<file path="src/rtl/aes_stream_pkg.sv">
// Shared types and defaults for the AES-128 word-stream adapter.
// Holds the state encoding, the word-index type and the default abort timeout.
package aes_stream_pkg;

   typedef enum logic [1:0] {
      StCollect = 2'd0,
      StLaunch  = 2'd1,
      StWait    = 2'd2,
      StDrain   = 2'd3
   } state_e;

   typedef logic [1:0] word_idx_t;

   localparam int unsigned TimeoutCycDefault = 1023;

endpackage

</file>
<file path="src/rtl/aes_stream_adapter_if.sv">
// 32-bit valid/ready word stream used on both sides of the adapter.
// The last flag is meaningful only on the output side.
interface aes_stream_adapter_if;

   logic        valid;
   logic        ready;
   logic [31:0] data;
   logic        last;

   modport master (
      output valid,
      output data,
      output last,
      input  ready
   );

   modport slave (
      input  valid,
      input  data,
      output ready
   );

endinterface

</file>
<file path="src/rtl/aes_word_unpacker.sv">
// Serialises one 128-bit block into four 32-bit words, bits [127:96] first.
// The block is shifted up on each handshake so m_data always reads the top word.
module aes_word_unpacker
   import aes_stream_pkg::*;
(
   input  logic                        clk,
   input  logic                        rst,
   input  logic                        load_i,
   input  logic [127:0]                block_i,
   output logic                        done_o,
   aes_stream_adapter_if.master        m_if
);

   logic [127:0] buf_q, buf_d;
   word_idx_t    idx_q, idx_d;
   logic         valid_q, valid_d;
   logic         hs;

   assign hs     = valid_q & m_if.ready;
   assign done_o = hs & (idx_q == 2'd3);

   always_comb begin
      buf_d   = buf_q;
      idx_d   = idx_q;
      valid_d = valid_q;
      if (load_i) begin
         buf_d   = block_i;
         idx_d   = '0;
         valid_d = 1'b1;
      end else if (hs) begin
         buf_d = {buf_q[95:0], 32'h0};
         idx_d = idx_q + 2'd1;
         if (idx_q == 2'd3) begin
            valid_d = 1'b0;
         end
      end
   end

   always_ff @(posedge clk or posedge rst) begin
      if (rst) begin
         buf_q   <= '0;
         idx_q   <= '0;
         valid_q <= 1'b0;
      end else begin
         buf_q   <= buf_d;
         idx_q   <= idx_d;
         valid_q <= valid_d;
      end
   end

   assign m_if.valid = valid_q;
   assign m_if.data  = buf_q[127:96];
   assign m_if.last  = valid_q & (idx_q == 2'd3);

endmodule

</file>
<file path="src/rtl/aes_stream_adapter.sv">
// Packs four 32-bit input words into an AES-128 block, runs it through an external core
// and streams the 128-bit result back out as four words, with a WAIT-state abort timer.
module aes_stream_adapter
   import aes_stream_pkg::*;
#(
   parameter int unsigned TIMEOUT_CYC = TimeoutCycDefault
) (
   input  logic                 clk,
   input  logic                 rst,
   input  logic                 key_wr,
   input  logic [127:0]         key_data,
   input  logic                 mode_dec,
   aes_stream_adapter_if.slave  s_if,
   aes_stream_adapter_if.master m_if,
   output logic                 core_start,
   output logic                 core_decrypt,
   output logic [127:0]         core_data,
   output logic [127:0]         core_key,
   input  logic                 core_ready,
   input  logic [127:0]         core_result,
   output logic                 busy,
   output logic                 timeout_err,
   input  logic                 err_clr
);

   localparam int unsigned CntW = $clog2(TIMEOUT_CYC + 1);
   localparam logic [CntW-1:0] WaitLast = CntW'(TIMEOUT_CYC - 1);

   state_e          state_q, state_d;
   word_idx_t       cnt_q, cnt_d;
   logic [CntW-1:0] wait_cnt_q, wait_cnt_d;
   logic [127:0]    data_q, data_d;
   logic [127:0]    key_q, key_d;
   logic            dec_q, dec_d;
   logic            start_q, start_d;
   logic            s_ready_q, s_ready_d;
   logic            busy_q, busy_d;
   logic            err_q, err_d;
   logic            unp_load;
   logic            unp_done;

   always_comb begin
      state_d    = state_q;
      cnt_d      = cnt_q;
      wait_cnt_d = wait_cnt_q;
      data_d     = data_q;
      key_d      = key_q;
      dec_d      = dec_q;
      start_d    = 1'b0;
      err_d      = err_q & ~err_clr;
      unp_load   = 1'b0;

      unique case (state_q)
         StCollect: begin
            if (key_wr && (cnt_q == '0)) begin
               key_d = key_data;
            end
            if (s_if.valid && s_ready_q) begin
               // Word n lands at bit offset (3-n)*32; ~cnt_q equals 3-cnt_q.
               data_d[{~cnt_q, 5'd0} +: 32] = s_if.data;
               if (cnt_q == '0) begin
                  dec_d = mode_dec;
               end
               cnt_d = cnt_q + 2'd1;
               if (cnt_q == 2'd3) begin
                  state_d = StLaunch;
                  start_d = 1'b1;
               end
            end
         end
         StLaunch: begin
            state_d    = StWait;
            wait_cnt_d = '0;
         end
         StWait: begin
            if (core_ready) begin
               unp_load = 1'b1;
               state_d  = StDrain;
            end else if (wait_cnt_q == WaitLast) begin
               // A set in the same cycle as err_clr wins.
               err_d   = 1'b1;
               state_d = StCollect;
               cnt_d   = '0;
            end else begin
               wait_cnt_d = wait_cnt_q + CntW'(1);
            end
         end
         StDrain: begin
            if (unp_done) begin
               state_d = StCollect;
               cnt_d   = '0;
            end
         end
         default: begin
            state_d = StCollect;
            cnt_d   = '0;
         end
      endcase

      s_ready_d = (state_d == StCollect);
      busy_d    = !((state_d == StCollect) && (cnt_d == '0));
   end

   always_ff @(posedge clk or posedge rst) begin
      if (rst) begin
         state_q    <= StCollect;
         cnt_q      <= '0;
         wait_cnt_q <= '0;
         data_q     <= '0;
         key_q      <= '0;
         dec_q      <= 1'b0;
         start_q    <= 1'b0;
         s_ready_q  <= 1'b0;
         busy_q     <= 1'b0;
         err_q      <= 1'b0;
      end else begin
         state_q    <= state_d;
         cnt_q      <= cnt_d;
         wait_cnt_q <= wait_cnt_d;
         data_q     <= data_d;
         key_q      <= key_d;
         dec_q      <= dec_d;
         start_q    <= start_d;
         s_ready_q  <= s_ready_d;
         busy_q     <= busy_d;
         err_q      <= err_d;
      end
   end

   aes_word_unpacker u_unpacker (
      .clk     (clk),
      .rst     (rst),
      .load_i  (unp_load),
      .block_i (core_result),
      .done_o  (unp_done),
      .m_if    (m_if)
   );

   assign s_if.ready   = s_ready_q;
   assign core_start   = start_q;
   assign core_decrypt = dec_q;
   assign core_data    = data_q;
   assign core_key     = key_q;
   assign busy         = busy_q;
   assign timeout_err  = err_q;

endmodule

</file>
<file path="src/flat_wrapper.sv">
// flat-port wrapper written by rule: the top's interface ports become plain ports
module aes_stream_adapter_flat import aes_stream_pkg::*;
#(
   parameter int unsigned TIMEOUT_CYC = TimeoutCycDefault
)
  (clk, rst, key_wr, key_data, mode_dec, core_start, core_decrypt, core_data, core_key, core_ready, core_result, busy, timeout_err, err_clr, s_if_valid, s_if_data, s_if_ready, m_if_valid, m_if_data, m_if_last, m_if_ready);
  aes_stream_adapter_if s_if_i ();
  aes_stream_adapter_if m_if_i ();
  input  logic clk;
  input  logic rst;
  input  logic key_wr;
  input  logic [127:0] key_data;
  input  logic mode_dec;
  output logic core_start;
  output logic core_decrypt;
  output logic [127:0] core_data;
  output logic [127:0] core_key;
  input  logic core_ready;
  input  logic [127:0] core_result;
  output logic busy;
  output logic timeout_err;
  input  logic err_clr;
  input wire logic [$bits(s_if_i.valid)-1:0] s_if_valid;
  input wire logic [$bits(s_if_i.data)-1:0] s_if_data;
  output wire logic [$bits(s_if_i.ready)-1:0] s_if_ready;
  output wire logic [$bits(m_if_i.valid)-1:0] m_if_valid;
  output wire logic [$bits(m_if_i.data)-1:0] m_if_data;
  output wire logic [$bits(m_if_i.last)-1:0] m_if_last;
  input wire logic [$bits(m_if_i.ready)-1:0] m_if_ready;
  assign s_if_i.valid = s_if_valid;
  assign s_if_i.data = s_if_data;
  assign s_if_ready = s_if_i.ready;
  assign m_if_valid = m_if_i.valid;
  assign m_if_data = m_if_i.data;
  assign m_if_last = m_if_i.last;
  assign m_if_i.ready = m_if_ready;
  aes_stream_adapter #(.TIMEOUT_CYC(TIMEOUT_CYC)) u_core (.clk(clk), .rst(rst), .key_wr(key_wr), .key_data(key_data), .mode_dec(mode_dec), .s_if(s_if_i), .m_if(m_if_i), .core_start(core_start), .core_decrypt(core_decrypt), .core_data(core_data), .core_key(core_key), .core_ready(core_ready), .core_result(core_result), .busy(busy), .timeout_err(timeout_err), .err_clr(err_clr));
endmodule
</file>
<file path="config.mk">
export PLATFORM = sky130hd
export DESIGN_NAME = aes_stream_adapter_flat
export DESIGN_NICKNAME = d
export VERILOG_FILES = /design/src/rtl/aes_stream_pkg.sv /design/src/rtl/aes_stream_adapter_if.sv /design/src/rtl/aes_word_unpacker.sv /design/src/rtl/aes_stream_adapter.sv /design/src/flat_wrapper.sv
export SDC_FILE = /design/constraint.sdc
export NUM_CORES = 1
export LEC_CHECK = 0
export CAP_MARGIN = 20
export CORE_AREA = 4 4 225 227
export DETAILED_ROUTE_END_ITERATION = 12
export DIE_AREA = 0 0 229 231
export PLACE_DENSITY = 0.77
export RECOVER_POWER = 25
export SYNTH_ARGS = -nofsm -noshare
export SYNTH_HDL_FRONTEND = slang
export SYNTH_HIERARCHICAL = 1
export SYNTH_SLANG_ARGS = --single-unit
</file>
<file path="constraint.sdc">
create_clock -name clk -period 25.9 [get_ports clk]
set_input_delay 2.59 -clock clk [delete_from_list [all_inputs] [get_ports clk]]
set_output_delay 2.59 -clock clk [all_outputs]
set_load 0.02 [all_outputs]
</file>
Yosys cells after proc, flatten, opt, wreduce, memory -nomap -nowiden
Index checks and enable logic that the tools add are counted.
W data, S select, Z words.
{"block": "totals", "ff_bits": 406, "latch_bits": 0, "mem_bits_rw": 0, "rom_bits": 0, "input_bits": 296, "output_inout_bits": 295, "wordCells": 79, "memories": 0}
{"block": "classes", "add_sub_neg": 4, "multipliers": 0, "div_mod_pow": 0, "magnitude_cmp": 0, "n_eq_ne": 8, "shifts": 2, "mux": 30, "n_bitwise": 6, "n_reduce_logical": 16}
{"cell": "$mux W128", "n": 2}
{"cell": "$bwmux W128", "n": 1}
{"cell": "$shift A32 B9 Y128 const A", "n": 1}
{"cell": "$shiftx A32 B9 Y128", "n": 1}
{"cell": "$mux W2", "n": 11}
{"cell": "$mux W10", "n": 2}
{"cell": "$pmux W10 S2", "n": 1}
{"cell": "$mux W1", "n": 11}
{"cell": "$add A10 B1 Y10 const B", "n": 1}
{"cell": "$eq A10 B10 Y1 const B", "n": 1}
{"cell": "$neg A7 Y9", "n": 1}
{"cell": "$eq A2 B2 Y1 const B", "n": 4}
{"cell": "$logic_not A2 Y1", "n": 4}
{"cell": "$pmux W2 S4", "n": 1}
{"cell": "$pmux W2 S3", "n": 1}
{"cell": "$reduce_and A2 Y1", "n": 3}
{"cell": "$reduce_and A3 Y1", "n": 2}
{"cell": "$reduce_bool A2 Y1", "n": 3}
{"cell": "$add A2 B1 Y2 const B", "n": 2}
{"cell": "$and A1 B1 Y1", "n": 4}
{"cell": "$ne A2 B2 Y1 const B", "n": 2}
{"cell": "$logic_and A1 B1 Y1", "n": 3}
{"cell": "$eq A2 B1 Y1 const B", "n": 1}
{"cell": "$not A2 Y2", "n": 1}
{"cell": "other kinds (2)", "n": 2}

Logic depth before layout (Yosys ltp)
Gate-level depths: netlist of run 1.
{"block": "logic_depth", "ltp_word": 7, "depth_mapped": 8, "ltp_nobuf": 6}

Cells and area by module
The synthesis of run 1 kept the hierarchy.
{"module": "aes_stream_adapter", "n_inst": 1, "cells_per_inst": 936, "area_each_um2": 10796.6, "seq_area_each_um2": 6881.6}
{"module": "aes_word_unpacker", "n_inst": 1, "cells_per_inst": 732, "area_each_um2": 7093.1, "seq_area_each_um2": 3278.1}

Least setup slack after synthesis of run 1
OpenSTA, ideal clock, no wires.
{"block": "synth_timing", "path_kind": "input -> register", "start": "input m_if_ready", "end": "register u_core.busy_q, in the netlist u_core/busy", "setup_time_ps": 139, "arrival_time_ps": 3974, "required_time_ps": 25761, "setup_slack_ps": 21788, "stages": 6, "path_buffers": 2, "path_cell_list": "buf_2 > buf_2 > and3_1 > mux2i_1 > o311a_1 > or4_1"}
{"block": "synth_between", "elab_chain_len": 7, "word_cells_on_any_way": 10, "cone_classes": "4 x mux; 2 x bitwise; 4 x reduce/logical"}
{"item": "start: declaration", "line_no": "flat_wrapper.sv:29", "text": "input wire logic [$bits(m_if_i.ready)-1:0] m_if_ready;"}
{"item": "$and A1 B1 Y1", "line_no": "aes_word_unpacker.sv:19", "text": "assign hs = valid_q & m_if.ready;"}
{"item": "$and A1 B1 Y1", "line_no": "aes_word_unpacker.sv:20", "text": "assign done_o = hs & (idx_q == 2'd3);"}
{"item": "named net u_core.unp_done", "line_no": "aes_stream_adapter.sv:40", "text": "logic unp_done;"}
{"item": "$mux W2", "line_no": "aes_stream_adapter.sv:89", "text": "if (unp_done) begin"}
{"item": "$pmux W2 S3", "line_no": "aes_stream_adapter.sv:53", "text": "unique case (state_q)"}
{"item": "named net u_core.cnt_d[0]", "line_no": "aes_stream_adapter.sv:30", "text": "word_idx_t cnt_q, cnt_d;"}
{"item": "$logic_not A2 Y1", "line_no": "aes_stream_adapter.sv:101", "text": "busy_d = !((state_d == StCollect) && (cnt_d == '0));"}
{"item": "$logic_and A1 B1 Y1", "line_no": "aes_stream_adapter.sv:101"}
{"item": "$logic_not A1 Y1", "line_no": "aes_stream_adapter.sv:101"}
{"item": "named net u_core.busy_d", "line_no": "aes_stream_adapter.sv:37", "text": "logic busy_q, busy_d;"}
{"item": "end signal: assignment", "line_no": "aes_stream_adapter.sv:125", "text": "busy_q <= busy_d;"}
{"item": "end: declaration", "line_no": "aes_stream_adapter.sv:37"}
The timed path passes the listed nets, and every way through them passes these cells.
A chain may end at the register's enable or synchronous reset.

Worst setup path in the final report of run 1
{"block": "layout_timing", "start": "input m_if_ready", "end": "register u_core.u_unpacker.buf_q[23]"}
{"block": "layout_between", "elab_chain_len": 2}
{"item": "$and A1 B1 Y1", "line_no": "aes_word_unpacker.sv:19"}
{"item": "$reduce_bool A2 Y1 (no line)"}
{"item": "end signal: assignment", "line_no": "aes_word_unpacker.sv:45", "text": "buf_q <= buf_d;"}
{"item": "end: declaration", "line_no": "aes_word_unpacker.sv:14", "text": "logic [127:0] buf_q, buf_d;"}
Every way passes these cells.

==> metrics.txt, run 1 <==
hold buffers post-CTS 0; 1st-pass router iterations 5; Post-synth EDFFs 0; most frequent cells in the layout clkdlybuf4s50_1 (585), dfrtp_1 (405), nand2_1 (394), o21ai_0 (164), mux2_2 (129); Worst Tran Pin Value 5.30 ns; #FFs+latches synth 406; worst-case clock buffer depth 3; failing checks capacitance limit, slew limit; row cnt 81; Routed Antenna Nets 0; pwr dens 90.6 mW/mm^2; global-route usage over all layers 20.1%; Max Cap Viol 5; DR WL/cell 19.9 um; crit path launch type primary input; Core ar. 0.0486 mm^2; remaining global-route overflow 0; Initial Utilization 36.8%; most common cell after layout, fill and taps aside clkdlybuf4s50_1; syn_nets 1972; Vias/cell 5.12; Post-Synth XOR/XNOR Area 0.0979%; Avg Synthesized Cell Area 10.7 um^2; DRT Wirelength 56.1 mm; die area 0.0529 mm^2; CTS Sinks 406; Nets 2464; setup TNS 0 ns; number of global-route vias before repair 14600; Post-Syn Area 0.0179 mm^2; area grow syn2layout 41.8%; post-synthesis mux area share 8.29%; Clock Skew 0.0224 ns; Multi-input gate area 0.00678 mm^2; Worst VDD drop 0.0675 mV; dominant cell type by area after synthesis dfrtp_1; total setup buffers inserted after CTS 0; Unique masters post-synth 52; Crit Path Category in -> reg; Remaining DRCs 0; final max-slew violation count 403; Die W 229 um; register area share after synthesis 56.8%; Clock transition at path regs 0.06 ns; top-level I/O count 591; Synth Area in Compound Gates 10.8%; RD Place Congestion 0.843; post-CTS resize count 0; Syn Inst Count 1668; # setup viols final 0; CTS Buf Count 44; port buffer count 590; top cell type's share of synthesized area 56.8%; DP HPWL 39.9 mm; DR iter-0 viols 992; Final min period 7.61 ns; Area contributors post-synth dfrtp_1 (57%), nand2_1 (8.3%), mux2_2 (8.1%); status complete, but fails checks; share of layout cells above drive strength 1 11.7%; final period utilization 29.4%; Die Span Y 231 um; fmax 131 MHz; Hold Slack 0.477 ns; first-pass GRT wire length 85.2 mm; largest net degree at the start of global routing 146; worst skew pair latency 0.57 ns; H-tree lvl count 2; CTS tree done; Reg area 0.0102 mm^2; largest family of logic cells by synthesized area simple AND/OR/NAND/NOR gates; Crit Path Max Fanout 103; total number of vias 14400; min-delay worst type reg -> reg; unrepaired setup endpoints after global routing no; Critical Path AT 7.99 ns; CP required 26.28 ns; CTS Root Cell clkbuf_16; Final Hold Fails 0; leakage power 10.7 nW; simple-gate portion of the synthesized area 17.9%; max_slew headroom -255%; Post-synth ARST share 100%; CP Capture Type flop; initial antenna violation count 10; adder-cell share of the synthesized area 0.560%; FILL cells 4203; top_reg_cell synth dfrtp_1; Yosys warnings 6
where the power goes:
part	switching (mW)	total, mW	internal [mW]	leakage, nW
sequential	0.121	0.934	0.813	5.54
combinational	0.376	0.764	0.388	4.46
clock	0.256	0.600	0.344	0.673
total	0.753	2.30	1.54	10.7
cell type report:
type,instances,share of cell area (%)
clock buffers,63,4.90
diodes,8,0.0789
inverters,40,0.602
multi-input cells,1058,26.7
clock inverters,12,0.454
flip-flops and latches,406,40.1
repair buffers,610,24.1
well taps,622,3.07
flip-flops by register name (all words and copies together) (netlist names):
| signal | count |
|---|---|
| u_core/u_unpacker/buf_q | 128 |
| u_core/core_key | 128 |
| u_core/state_q | 2 |
| u_core/timeout_err | 1 |
| u_core/busy | 1 |
| u_core/u_unpacker/idx_q | 2 |
| u_core/s_if.ready | 1 |
| u_core/wait_cnt_q | 10 |
| u_core/cnt_q | 2 |
| u_core/u_unpacker/m_if.valid | 1 |
| u_core/core_start | 1 |
| u_core/core_data | 128 |
| u_core/core_decrypt | 1 |
Yosys cell counts, types with 2 or more instances:
cell / number
dfrtp_1: 406
o311ai_0: 2
a21oi_1: 5
or3_1: 2
o2111ai_1: 2
nor3_1: 4
o21ai_0: 164
buf_6: 7
nand2_1: 395
nor3b_1: 4
mux2_2: 129
and3_1: 5
o211ai_2: 18
and3_2: 2
nor2_1: 8
o21ai_1: 2
a31oi_1: 2
ha_1: 8
a21o_1: 3
o311ai_2: 10
o31ai_1: 2
inv_1: 40
xor2_1: 2
a21bo_2: 2
nand3_1: 4
mux2i_1: 3
buf_2: 25
nand2b_1: 96
o211ai_1: 46
buf_4: 35
buf_1: 6
nor4bb_1: 2
clkbuf_1: 90
nand4b_1: 96
or4_1: 3
o311ai_1: 22
stage by stage:
step	total power, mW	utilization [%]	std cells	setup slack, ns	instance area, um^2
CTS	2.31	51.9	2803	19.65	25200
finish	2.30	52.2	2819	18.29	25400
global placement	1.68	49.1	2728	19.23	23900
detailed placement	1.70	49.1	2728	19.04	23900
global route	2.41	52.2	2819	17.85	25400
floorplan	1.38	-	1668	15.73	17900
metal layers:
metal | part of all wire, % | vias to the layer above | GRT usage, %
met5 | 0 | - | 0
met4 | 3.8 | 0 | 8.03
met3 | 7.8 | 101 | 5.85
met2 | 49 | 586 | 34.2
met1 | 39 | 7059 | 24.2
li1 | - | 6689 | -
path summary, 6_finish.rpt:
kind                                           start                      endpoint  slack, ns  cells past startpoint
worst max-delay path                      m_if_ready   u_core/u_unpacker/buf_q[23]      18.29                      4
worst min-delay path            u_core/core_data[35]          u_core/core_data[35]       0.48                      2
worst max register to register     u_core/state_q[0]           u_core/core_key[15]      21.04                      4
worst min register to register  u_core/core_data[35]          u_core/core_data[35]       0.48                      2
max in group asynchronous                        rst           u_core/core_key[10]      19.09                      3
min in group asynchronous                        rst  u_core/u_unpacker/buf_q[127]       3.44                      2
critical path, stage by stage:
cell and delay [ns]:
clkbuf_1 3.19, and2_4 0.96, buf_4 0.84, o21ai_0 0.26
kinds of logic (layout without fill, tap and decap cells):
kind of cell | Yosys count | count (layout)
AO/OA/AOI/OAI | 286 | 286
XOR/XNOR | 2 | 2
adder cells (fa/ha/maj) | 8 | 8
buffers and inverters | 204 | 725
flip-flops | 406 | 406
multiplexers | 132 | 132
other | 0 | 8
AND/OR/NAND/NOR | 630 | 630
Note: power is estimated with default switching activity, not from simulation.
==> run 2, diff against run 1 <==
CORE_AREA = 4 4 227 229   (was 4 4 225 227)
DIE_AREA = 0 0 231 233   (was 0 0 229 231)
PLACE_DENSITY = 0.76   (was 0.77)
clock period = 7.37 ns   (was 25.9 ns; I/O delays follow)
==> metrics.txt, run 2 (same netlist as run 1, synthesis figures left out) <==
met1 GRT Util 24.5%; Final min period 4.18 ns; Cell Int Power 5.43 mW; total number of vias 14300; Worst Tran Pin Value 2.84 ns; leakage power 10.8 nW; DR iter-0 viols 1003; share of layout cells above drive strength 1 11.6%; Max stage delay on crit path 1.61 ns; pre-CTS setup slack 3.58 ns; combinational share of power 33.2%; worst skew pair latency 0.58 ns; Max Cap Viol 7; setup TNS 0 ns; Vias/cell 5.00; worst-case clock buffer depth 3; total setup buffers inserted after CTS 0; pwr dens 318 mW/mm^2; global-route usage over all layers 20.5%; Die W 231 um; CTS Sinks 406; Die Span Y 233 um; failing checks capacitance limit, slew limit; 1st-pass router iterations 6; crit-path cells dlygate4sd3_1, clkinvlp_2, clkbuf_2; die area 0.0538 mm^2; final max-slew violation count 334; Worst VDD drop 0.268 mV; RD Place Congestion 0.875; DP HPWL 41.6 mm; Clock transition at path regs 0.06 ns; Nets 2464; grt met2 use 34.3%; switching part of the total power 33.0%; hold buffers post-CTS 0; crit path launch type primary input; Seq pwr share 40.0%; H-tree lvl count 2; first-pass GRT wire length 86.6 mm; Slowest-stage cell, CP clkinvlp_2; CP required 7.70 ns; most common cell after layout, fill and taps aside clkdlybuf4s50_1; status complete, but fails checks; delay-heaviest family, CP buffers and inverters; Reg2Reg Launch Point u_core/cnt_q[0]; Clock Skew 0.0391 ns; Crit Path Category in -> async; DRT Wirelength 57.9 mm; top-level I/O count 591; area grow syn2layout 42.2%; NetSw 2.67 mW; most frequent cells in the layout clkdlybuf4s50_1 (538), dfrtp_1 (406), nand2_1 (392), o21ai_0 (164), mux2_2 (129); Critical Path AT 4.51 ns; CTS Buf Count 45; crit path from rst; CTS Root Cell clkbuf_16; busiest layer in global routing met2; WP buf/inv 3; final setup margin 3.19 ns; unrepaired setup endpoints after global routing no; initial antenna violation count 11; met3 usage 6.55%; # setup viols final 0; Core ar. 0.0497 mm^2; final period utilization 56.7%; Routed Antenna Nets 0; post-CTS resize count 0; Remaining DRCs 0; min-delay worst type reg -> reg; largest net degree at the start of global routing 334; row cnt 82; DR WL/cell 20.2 um; number of global-route vias before repair 14600; Final Hold Fails 0; HP Start u_core/core_data[57]; max_slew headroom -90.2%; Initial Utilization 36.0%; CTS tree done; fmax 239 MHz; port buffer count 590; Crit Path Max Fanout 69; remaining global-route overflow 0; CP Capture Type async pin; clock power share 26.8%
[run 2: changes by cell type in the layout (fill, tap and decap cells not counted), sizes merged]
cell / before / now
buf: 18 / 13
clkbuf: 66 / 75
clkdlybuf4s50: 585 / 538
clkinv: 9 / 7
diode: 8 / 6
dlygate4sd3: 4 / 51
inv: 40 / 41
[run 2: final timing paths]
check	endpoint	slack, ns	cells after the start
max	u_core/u_unpacker/buf_q[104]	3.19	3
min in group asynchronous	u_core/core_key[120]	1.19	2
min reg2reg	u_core/core_data[57]	0.48	2
min	u_core/core_data[57]	0.48	2
max reg2reg	u_core/core_data[117]	3.94	5
max in group clk	m_if_last	3.42	3
[run 2: power by group through the flow]
stage	registers, mW	logic, mW	clock network [mW]
finish	3.24	2.69	2.17
detailed placement	3.28	2.74	0
floorplan	3.51	1.35	0
CTS	3.25	2.76	2.24
global route	3.32	2.89	2.32
global placement	3.25	2.68	0
[run 2: cell type report]
class,count,area [um^2]
multi-input combinational,1058,6760
inverter,40,153
fill,4429,24200
tap,672,841
clock buffer,68,1300
clock inverter,11,118
timing repair buffer,609,6080
sequential,406,10200
antenna,6,15.0
[run 2: layer usage]
layer	vias to the layer above	routed length, um
met5	-	40
met4	6	2220
met3	108	5050
met2	575	28800
met1	6966	21800
li1	6691	-
[run 2: metrics by stage]
| stage | util, % | instances | power, mW | cell area (um^2) | hold WS [ns] |
|---|---|---|---|---|---|
| 6_report | 51.2 | 2870 | 8.10 | 25400 | 0.476 |
| 5_1_grt | 51.2 | 2870 | 8.54 | 25400 | 0.499 |
| 2_1_floorplan | - | 1668 | 4.87 | 17900 | 0.458 |
| 3_5_place_dp | 48.3 | 2780 | 6.02 | 24000 | 0.469 |
| 4_1_cts | 51.2 | 2859 | 8.24 | 25400 | 0.483 |
| 3_3_place_gp | 48.3 | 2780 | 5.93 | 24000 | 0.461 |
[run 2: worst register-to-register path, stage by stage, from the launching register on]
cell and delay (ns):
dfrtp_1 0.51, inv_1 0.17, ha_1 0.25, nand2_1 0.12, clkbuf_1 1.70, o21ai_0 0.44
